===== src/rtl/store_unit_pkg.sv =====
// Shared store-unit types: access widths, controller states and per-width byte masks.
package store_unit_pkg;

  typedef enum logic [1:0] {
    SW_BYTE = 2'd0,
    SW_HALF = 2'd1,
    SW_WORD = 2'd2,
    SW_RSVD = 2'd3
  } store_width_t;

  typedef enum logic [1:0] {
    ST_IDLE  = 2'd0,
    ST_BEAT0 = 2'd1,
    ST_BEAT1 = 2'd2,
    ST_DONE  = 2'd3
  } store_controller_state_t;

  localparam logic [3:0] MASK_BYTE = 4'b0001;
  localparam logic [3:0] MASK_HALF = 4'b0011;
  localparam logic [3:0] MASK_WORD = 4'b1111;

  // Reserved width yields an empty mask so it can never produce a strobe.
  function automatic logic [3:0] width_mask(input store_width_t w);
    case (w)
      SW_BYTE: width_mask = MASK_BYTE;
      SW_HALF: width_mask = MASK_HALF;
      SW_WORD: width_mask = MASK_WORD;
      default: width_mask = 4'b0000;
    endcase
  endfunction

endpackage


===== src/rtl/store_lane_aligner.sv =====
// Positions a right-justified store onto 32-bit bus lanes; beat 1 carries the
// bytes that spill past the first word of a misaligned store.
module store_lane_aligner
  import store_unit_pkg::*;
(
  input  logic [31:0]  data_i,
  input  logic [1:0]   offset_i,
  input  store_width_t width_i,
  input  logic         beat_i,
  output logic [3:0]   strobe_o,
  output logic [31:0]  data_o,
  output logic         split_o
);

  logic [7:0]  mask_sh;
  logic [63:0] data_sh;

  // Shift across a double-width window: the upper half is exactly beat 1.
  assign mask_sh  = {4'b0000, width_mask(width_i)} << offset_i;
  assign data_sh  = {32'h0, data_i} << {offset_i, 3'b000};
  assign split_o  = |mask_sh[7:4];
  assign strobe_o = beat_i ? mask_sh[7:4]    : mask_sh[3:0];
  assign data_o   = beat_i ? data_sh[63:32]  : data_sh[31:0];

endmodule


===== src/rtl/store_bus_controller.sv =====
// Drains one committed store per request into one or two word-aligned bus
// write beats, with ack timeout, and reports a single-cycle done/error.
module store_bus_controller
  import store_unit_pkg::*;
#(
  parameter int TIMEOUT_CYCLES = 64
) (
  input  logic         clk_i,
  input  logic         rst_n_i,
  input  logic         store_request_i,
  input  logic [31:0]  store_address_i,
  input  logic [31:0]  store_data_i,
  input  store_width_t store_width_i,
  output logic         store_done_o,
  output logic         store_error_o,
  output logic         bus_valid_o,
  output logic [31:0]  bus_address_o,
  output logic [31:0]  bus_data_o,
  output logic [3:0]   bus_strobe_o,
  input  logic         bus_ack_i,
  input  logic         bus_error_i,
  output logic         busy_o
);

  localparam int CNT_W = (TIMEOUT_CYCLES > 0) ? $clog2(TIMEOUT_CYCLES + 1) : 1;

  store_controller_state_t state_q, state_d;
  logic [31:0]  addr_q, addr_d;
  logic [31:0]  data_q, data_d;
  store_width_t width_q, width_d;
  logic         err_q, err_d;
  logic [CNT_W-1:0] cnt_q, cnt_d;

  logic        beat_active, in_beat1, split, timeout_hit;
  logic [3:0]  lane_strobe;
  logic [31:0] lane_data;

  assign beat_active = (state_q == ST_BEAT0) || (state_q == ST_BEAT1);
  assign in_beat1    = (state_q == ST_BEAT1);
  assign timeout_hit = (TIMEOUT_CYCLES != 0) &&
                       (32'(cnt_q) + 32'd1 >= 32'(TIMEOUT_CYCLES));

  store_lane_aligner u_aligner (
    .data_i   (data_q),
    .offset_i (addr_q[1:0]),
    .width_i  (width_q),
    .beat_i   (in_beat1),
    .strobe_o (lane_strobe),
    .data_o   (lane_data),
    .split_o  (split)
  );

  always_comb begin
    state_d = state_q;
    addr_d  = addr_q;
    data_d  = data_q;
    width_d = width_q;
    err_d   = err_q;
    cnt_d   = cnt_q;
    case (state_q)
      ST_IDLE: begin
        if (store_request_i) begin
          addr_d  = store_address_i;
          data_d  = store_data_i;
          width_d = store_width_i;
          cnt_d   = '0;
          err_d   = (store_width_i == SW_RSVD);
          state_d = (store_width_i == SW_RSVD) ? ST_DONE : ST_BEAT0;
        end
      end
      ST_BEAT0, ST_BEAT1: begin
        if (bus_ack_i) begin
          cnt_d = '0;
          if (bus_error_i) begin
            err_d   = 1'b1;
            state_d = ST_DONE;
          end else if (!in_beat1 && split) begin
            state_d = ST_BEAT1;
          end else begin
            state_d = ST_DONE;
          end
        end else if (timeout_hit) begin
          err_d   = 1'b1;
          state_d = ST_DONE;
        end else if (TIMEOUT_CYCLES != 0) begin
          cnt_d = cnt_q + CNT_W'(1);
        end
      end
      default: state_d = ST_IDLE;
    endcase
  end

  always_ff @(posedge clk_i or negedge rst_n_i) begin
    if (!rst_n_i) begin
      state_q <= ST_IDLE;
      addr_q  <= '0;
      data_q  <= '0;
      width_q <= SW_BYTE;
      err_q   <= 1'b0;
      cnt_q   <= '0;
    end else begin
      state_q <= state_d;
      addr_q  <= addr_d;
      data_q  <= data_d;
      width_q <= width_d;
      err_q   <= err_d;
      cnt_q   <= cnt_d;
    end
  end

  // Bus fields are zero whenever no beat is being presented.
  assign bus_valid_o   = beat_active;
  assign bus_address_o = beat_active ? ({addr_q[31:2], 2'b00} + (in_beat1 ? 32'd4 : 32'd0)) : 32'h0;
  assign bus_strobe_o  = beat_active ? lane_strobe : 4'h0;
  assign bus_data_o    = beat_active ? lane_data : 32'h0;
  assign store_done_o  = (state_q == ST_DONE);
  assign store_error_o = (state_q == ST_DONE) && err_q;
  assign busy_o        = (state_q != ST_IDLE);

endmodule


===== config.mk =====
export PLATFORM = sky130hd
export DESIGN_NAME = store_bus_controller
export DESIGN_NICKNAME = d
export VERILOG_FILES = /design/src/rtl/store_unit_pkg.sv /design/src/rtl/store_lane_aligner.sv /design/src/rtl/store_bus_controller.sv
export SDC_FILE = /design/constraint.sdc
export NUM_CORES = 1
export LEC_CHECK = 0
export CORE_ASPECT_RATIO = 1.1
export CORE_MARGIN = 1.5
export CORE_UTILIZATION = 44
export DETAILED_ROUTE_END_ITERATION = 10
export PLACE_DENSITY_LB_ADDON = 0.15
export SYNTH_ARGS = -nofsm -noshare
export SYNTH_HDL_FRONTEND = slang
export SYNTH_SLANG_ARGS = --single-unit

===== constraint.sdc =====
create_clock -name clk_i -period 2.1 [get_ports clk_i]
set_clock_uncertainty 0.05 [all_clocks]
set_input_delay 0.315 -clock clk_i [delete_from_list [all_inputs] [get_ports clk_i]]
set_output_delay 0.315 -clock clk_i [all_outputs]
set_load 0.01 [all_outputs]

==> reports/metrics.cfg, run 1 <==
[synthesis]
ys_ff_latch = 76
synthFlopType = dfrtp_1
yosysWarnings = 0
synth_edf_count = 0
seq_area_frac_synth = 0.3778
synth_area_per_cell_um2 = 10.11
synthesis.area_um2 = 5034
synth.area.top_cells = dfrtp_1 38%, mux2_2 17%, and2_1 5.0%, mux2i_1 5.0%, xor2_1 3.1%
yosysTopAreaCellShare = 0.3778
ys_types = 53
netlist_instances = 498
async_reset_ff_frac = 1.000
synth.largest_area_cell = dfrtp_1

[detailed_routing]
vias = 5173
drt.antenna.violating_nets = 0
wl_um = 18270
dr.pass1.iters = 5
vias_per_cell = 5.580
drc = 0
drt-initial-drc-count = 310
wl_per_cell_um = 19.71

[clock_tree]
cts_tree = done
path_clk_slew_ps = 60
cts_buffers = 9
htreeDepth = 3
cts.sinks = 76
clockRootBuffer = clkbuf_16
clock_latency_ps = 350
clock_path_buffers = 2

[min_path]
hold_path.class = in2async

[pwr]
totalPowerFinal_w = 0.01627
pwr-share-seq = 0.174
clock_power_share = 0.104
internal-power_w = 0.009586
switching_share = 0.4107
p_leak_nw = 4.106
ir_drop_v = 0.001091
netSwitchingPower_w = 0.006680
powerDensity_nw_per_um2 = 1837
combPwrFrac = 0.721

[die]
ios = 143
num_rows = 40
die_width_um = 105.0
start_util = 0.4572
core-area_um2 = 11010
die_area_um2 = 12090
die_y_um = 115.2

[timing]
setup_tns_ps = -33420
min_period_over_period = 1.357
setup_ws_ps = -749.5
hold_viol_final = 0
setup_viol = 77
drv_slew = 0
timing.hold.ws_ps = 411.5
post-route-min-period_ps = 2850
fmax_mhz = 350.9
rsz0062_at_grt = true

[grt]
overflow = 0
grt_antenna_before_repair = 0
grt_max_degree = 39
grt_usage = 0.2837
grt_pass1_wl_um = 26880
grt_pass1_vias = 5282

[layout]
final_util = 0.8041
multiInputGateArea_um2 = 3620
register_area_um2 = 1903
nNetsFinal = 855
area_growth_pct = 75.89
drive_gt1_frac = 0.5564
diodes = 0
fill_cells = 659

[flow_run]
cap_viol_max_count = 0

[worst_setup_path]
r2r_slack_ps = -320
slowest_stage = or4_4
reg2reg_to = cnt_q[0]$_DFFE_PN0P_
slowest_delay_ps = 550
r2r_start = state_q[1]$_DFFE_PN0P_
worstPathArrival_ps = 2480
crit_path_end_kind = output port
critical_path_class = reg2out
worstPathMaxFanout = 6
cp_common_cell = buf_6
cp_cell_sequence = nand4_1 > or4_4 > buf_12 > buf_6 > nor4_4 > xor2_1 > and2_4 > buf_6
worstPathRequired_ps = 1740
worst_setup_path_start_kind = flop
reg2reg_depth = 13

[run_status]
violations = negative setup slack
status = complete, but fails checks

[placement]
gp_congestion = 0.8337
portBuffers = 140
dp.final_hpwl_um = 10540
place_ws_ps = -621.0

-- sequential cells by signal, indices dropped and copies added, names as in the netlist --
name	cells
addr_q	32
cnt_q	7
data_q	32
err_q	1
state_q	2
width_q	2
-- worst max-delay path, delay by kind of cell, from the launching register on --
family                    cells  cell delay [ps]
buffers and inverters         3              360
DFF                           1              370
xor gates and xnor gates      1              290
and+or+nand+nor               4             1100
-- worst max-delay path by stage --
stage                                 from                end  slack, ps  depth (start not counted)
detailed placement  addr_q[14]$_DFFE_PN0P_  bus_address_o[29]       -620                          8
CTS                 addr_q[14]$_DFFE_PN0P_  bus_address_o[29]       -560                          8
floorplan           addr_q[12]$_DFFE_PN0P_  bus_address_o[19]        -40                          6
global route        addr_q[12]$_DFFE_PN0P_  bus_address_o[30]       -810                          8
finish              addr_q[12]$_DFFE_PN0P_  bus_address_o[30]       -750                          8
global placement    addr_q[12]$_DFFE_PN0P_  bus_address_o[31]       -540                          7
-- routing by layer --
| metal | track usage | wire length, µm |
|---|---|---|
| met5 | 0 | 0 |
| met4 | 0.1352 | 609 |
| met3 | 0.05669 | 916 |
| met2 | 0.5124 | 9650 |
| met1 | 0.3229 | 7093 |
-- area by class of cell --
class,count,share of cell area
clock buffer,11,0.02742
clock inverter,4,0.008338
inverter,17,0.007490
multi-input combinational,372,0.4088
sequential,76,0.2150
tap,147,0.02077
timing repair buffer,300,0.3122
-- cell usage in the layout, fill, tap and decap left out, types with 10 or more instances in the layout --
master | netlist | routed
a22o_1 | 13 | 13
nand2_1 | 17 | 12
mux2i_1 | 25 | 23
o22ai_2 | 0 | 13
xor2_1 | 18 | 18
mux2_2 | 75 | 74
and2_1 | 40 | 24
a22oi_2 | 0 | 10
and2_4 | 0 | 16
buf_6 | 2 | 83
inv_1 | 17 | 15
dfrtp_1 | 76 | 75
clkdlybuf4s50_1 | 0 | 69
buf_2 | 1 | 49
buf_4 | 2 | 83
nor2b_1 | 23 | 20
-- per-stage QoR --
step / area [µm²] / instances
after floorplan: 5182 / 499
after global placement: 7246 / 833
after detailed placement: 7246 / 833
after CTS: 8439 / 902
after global routing: 8853 / 927
final: 8853 / 927
-- power by group through the flow --
| stage | logic [W] | registers (W) | clock network (W) |
|---|---|---|---|
| after floorplan | 0.00476 | 0.00273 | 0 |
| after global placement | 0.00868 | 0.00274 | 0 |
| after detailed placement | 0.00885 | 0.00279 | 0 |
| after CTS | 0.0105 | 0.00280 | 0.00171 |
| after global routing | 0.0124 | 0.00292 | 0.00178 |
| final | 0.0117 | 0.00284 | 0.00170 |
-- Yosys cell counts, types with 2 or more instances --
library cell   n
dfrtp_1       76
mux2_2        75
and2_1        40
clkbuf_1      26
mux2i_1       25
nor2b_1       23
o22ai_1       20
xor2_1        18
inv_1         17
nand2_1       17
nor2_1        17
a21oi_1       14
nand3_1       14
a22o_1        13
o21ai_0       13
a22oi_1       12
xnor2_1        9
ha_1           8
nor3_1         8
nand4_1        4
nor4_1         4
nor4_4         3
or3_1          3
a211oi_1       2
a31oi_1        2
a32oi_1        2
buf_1          2
buf_4          2
buf_6          2
nand2b_1       2
nor4b_1        2
or2_2          2
-- kinds of logic after synthesis --
kind of cell               share of synthesized area
buffers and inverters                        0.04474
and+or+nand+nor                               0.1795
AOI/OAI and AO/OA                             0.1129
muxes                                         0.2175
xor gates and xnor gates                     0.04698
other                                      0.0007450
DFF                                           0.3778
adders and majority gates                    0.01989
-- what timing repair did --
action	4_1_cts	5_1_grt
cloned	3	0
setup buffers	51	32
hold buffers	1	0
resized for setup	438	67
hold endpoints to repair	32	0
setup endpoints to repair	78	77
pin swaps	77	41
(Power assumes the default switching activity.)
==> run 2: changes to the inputs <==
--- a/config.mk
+++ b/config.mk
@@ -6,7 +6,7 @@
 export NUM_CORES = 1
 export LEC_CHECK = 0
 export CORE_ASPECT_RATIO = 1.1
-export CORE_MARGIN = 1.5
+export CORE_MARGIN = 3
 export CORE_UTILIZATION = 44
 export DETAILED_ROUTE_END_ITERATION = 10
 export PLACE_DENSITY_LB_ADDON = 0.15
==> reports/metrics.cfg, run 2 (synthesis gave the netlist of run 1 again) <==
[run_status]
status = complete, but fails checks  ; unchanged
violations = negative setup slack  ; unchanged

[grt]
grt_usage = 0.2531  ; was 0.2837
grt_pass1_wl_um = 25670  ; was 26880 µm
grt_antenna_before_repair = 0  ; unchanged
grt_max_degree = 55  ; was 39
grt_pass1_vias = 5255  ; was 5282
overflow = 0  ; unchanged

[pwr]
p_leak_nw = 4.039  ; was 4.106 nW
powerDensity_nw_per_um2 = 1830  ; was 1837 nW/µm²
netSwitchingPower_w = 0.006721  ; was 0.006680 W
pwr-share-seq = 0.179  ; was 0.174
switching_share = 0.4186  ; was 0.4107
ir_drop_v = 0.001143  ; was 0.001091 V
combPwrFrac = 0.730  ; was 0.721
internal-power_w = 0.009334  ; was 0.009586 W
clock_power_share = 0.091  ; was 0.104

[worst_setup_path]
slowest_delay_ps = 390  ; was 550 ps
worstPathRequired_ps = 1740  ; about the same
reg2reg_depth = 10  ; was 13
cp_cell_sequence = inv_2 > ha_4 > ha_4 > ha_4 > nand3_4 > buf_4 > nor4b_4 > xor2_1 > and2_1 > buf_2  ; was nand4_1 > or4_4 > buf_12 > buf_6 > nor4_4 > xor2_1 > and2_4 > buf_6
reg2reg_to = cnt_q[0]$_DFFE_PN0P_  ; unchanged
slowest_stage = dfrtp_1  ; was or4_4
r2r_start = state_q[1]$_DFFE_PN0P_  ; unchanged
critical_path_class = reg2out  ; unchanged
worstPathArrival_ps = 2430  ; was 2480 ps
r2r_slack_ps = -10  ; was -320 ps
cp_common_cell = ha_4  ; was buf_6
worstPathMaxFanout = 5  ; was 6
crit_path_end_kind = output port  ; unchanged
worst_setup_path_start_kind = flop  ; unchanged

[die]
die_y_um = 118.2  ; was 115.2 µm
start_util = 0.4551  ; was 0.4572
die_area_um2 = 12760  ; was 12090 µm²
ios = 143  ; unchanged
core-area_um2 = 11060  ; was 11010 µm²
num_rows = 40  ; unchanged
die_width_um = 108.0  ; was 105.0 µm

[timing]
post-route-min-period_ps = 2800  ; was 2850 ps
hold_viol_final = 0  ; unchanged
min_period_over_period = 1.333  ; was 1.357
fmax_mhz = 357.2  ; was 350.9 MHz
relSlewSlack = 0.6295
tightestPinTransition_ps = 540.3
setup_ws_ps = -699.6  ; was -749.5 ps
drv_slew = 0  ; unchanged
rsz0062_at_grt = true  ; unchanged
setup_viol = 66  ; was 77

[clock_tree]
clockRootBuffer = clkbuf_16  ; unchanged
path_clk_slew_ps = 60  ; about the same
clock_path_buffers = 2  ; unchanged
cts_buffers = 9  ; unchanged
cts.sinks = 76  ; unchanged
cts_tree = done  ; unchanged
clock_latency_ps = 340  ; was 350 ps
htreeDepth = 3  ; unchanged

[detailed_routing]
vias = 5148  ; was 5173
wl_per_cell_um = 20.34  ; was 19.71 µm
wl_met2_um = 9987  ; was 9650 µm
met3WireLength_um = 981  ; was 916 µm
wl_um = 18510  ; was 18270 µm
drc = 0  ; unchanged
dr.pass1.iters = 4  ; was 5
wl_met1_um = 6953  ; was 7093 µm
drt-initial-drc-count = 313  ; was 310
vias_per_cell = 5.657  ; was 5.580
drt.antenna.violating_nets = 0  ; unchanged
routed.top_layer = met4  ; unchanged

[layout]
multiInputGateArea_um2 = 3650  ; was 3620 µm²
final_util = 0.7931  ; was 0.8041
diodes = 0  ; unchanged
nNetsFinal = 837  ; was 855
layout_common_cells = 75 x dfrtp_1, 74 x mux2_2, 71 x buf_4  ; was 83 x buf_6, 83 x buf_4, 75 x dfrtp_1
area_growth_pct = 74.27  ; was 75.89%
register_area_um2 = 1903  ; unchanged
drive_gt1_frac = 0.5531  ; was 0.5564
fill_cells = 666  ; was 659
stdcell_area_um2 = 8772  ; was 8853 µm²
final_common_cell = dfrtp_1
reg_top3 = addr_q: 32 flops, data_q: 32 flops, cnt_q: 7 flops  ; unchanged

[placement]
place_area_um2 = 7181  ; was 7246 µm²
dp.final_hpwl_um = 10390  ; was 10540 µm
gp_congestion = 0.8365  ; was 0.8337
portBuffers = 140  ; unchanged

[flow_run]
cap_viol_max_count = 0  ; unchanged

[min_path]
hold_path.class = in2async  ; unchanged

[run 2: metal layers]
metal | track usage | vias to the layer above
met3 | 0.03058 | 48
met5 | 0 | -
li1 | - | 2309
met2 | 0.4623 | 222
met1 | 0.2910 | 2569
met4 | 0.1121 | 0
[run 2: power groups by stage]
stage	Combinational, W	Sequential, W	Clock [W]
6_report	0.0117	0.00287	0.00146
5_1_grt	0.0123	0.00297	0.00153
4_1_cts	0.00987	0.00278	0.00146
3_5_place_dp	0.00872	0.00279	0
3_3_place_gp	0.00856	0.00275	0
2_1_floorplan	0.00476	0.00273	0
[run 2: through the flow]
| step | power, W | TNS (ps) | hold WS [ps] | std cells | setup WS (ps) |
|---|---|---|---|---|---|
| after global placement | 0.01132 | -20270 | 264.8 | 826 | -533.6 |
| final | 0.01606 | -28500 | 424.8 | 910 | -699.6 |
| after floorplan | 0.007494 | -585.8 | -30.59 | 499 | -44.29 |
| after detailed placement | 0.01151 | -21650 | 267.4 | 826 | -606.4 |
| after global routing | 0.01683 | -32750 | 470.5 | 910 | -774.9 |
| after CTS | 0.01411 | -18820 | 437.1 | 883 | -578.1 |
[run 2: area by class of cell]
cell class / instances / area share
sequential: 76 / 0.2169
multi-input combinational: 372 / 0.4161
tap: 147 / 0.02097
clock inverter: 5 / 0.003138
inverter: 17 / 0.007560
timing repair buffer: 282 / 0.3077
clock buffer: 11 / 0.02767
[run 2: repair_timing]
action	CTS	global route
hold endpoints to repair	36	0
endpoints found under the setup margin	72	77
hold buffers	1	0
cloned	1	5
resized for setup	423	92
pin swaps	66	85
buffers inserted	41	36
[run 2: critical path: cells and delay by family (launching register included)]
kind | cells | cell delay [ps]
XOR/XNOR | 1 | 230
flip-flops | 1 | 390
buffers and inverters | 3 | 400
AND/OR/NAND/NOR | 3 | 590
adder cells (fa/ha/maj) | 3 | 480
[run 2: worst max-delay path by stage]
stage                                      start           endpoint  slack, ps
after floorplan           addr_q[12]$_DFFE_PN0P_  bus_address_o[19]        -40
after global placement    addr_q[12]$_DFFE_PN0P_  bus_address_o[27]       -530
after detailed placement  addr_q[14]$_DFFE_PN0P_  bus_address_o[30]       -610
after CTS                 addr_q[12]$_DFFE_PN0P_  bus_address_o[29]       -580
after global routing      addr_q[15]$_DFFE_PN0P_  bus_address_o[28]       -770
final                     state_q[0]$_DFFE_PN0P_  bus_address_o[28]       -700
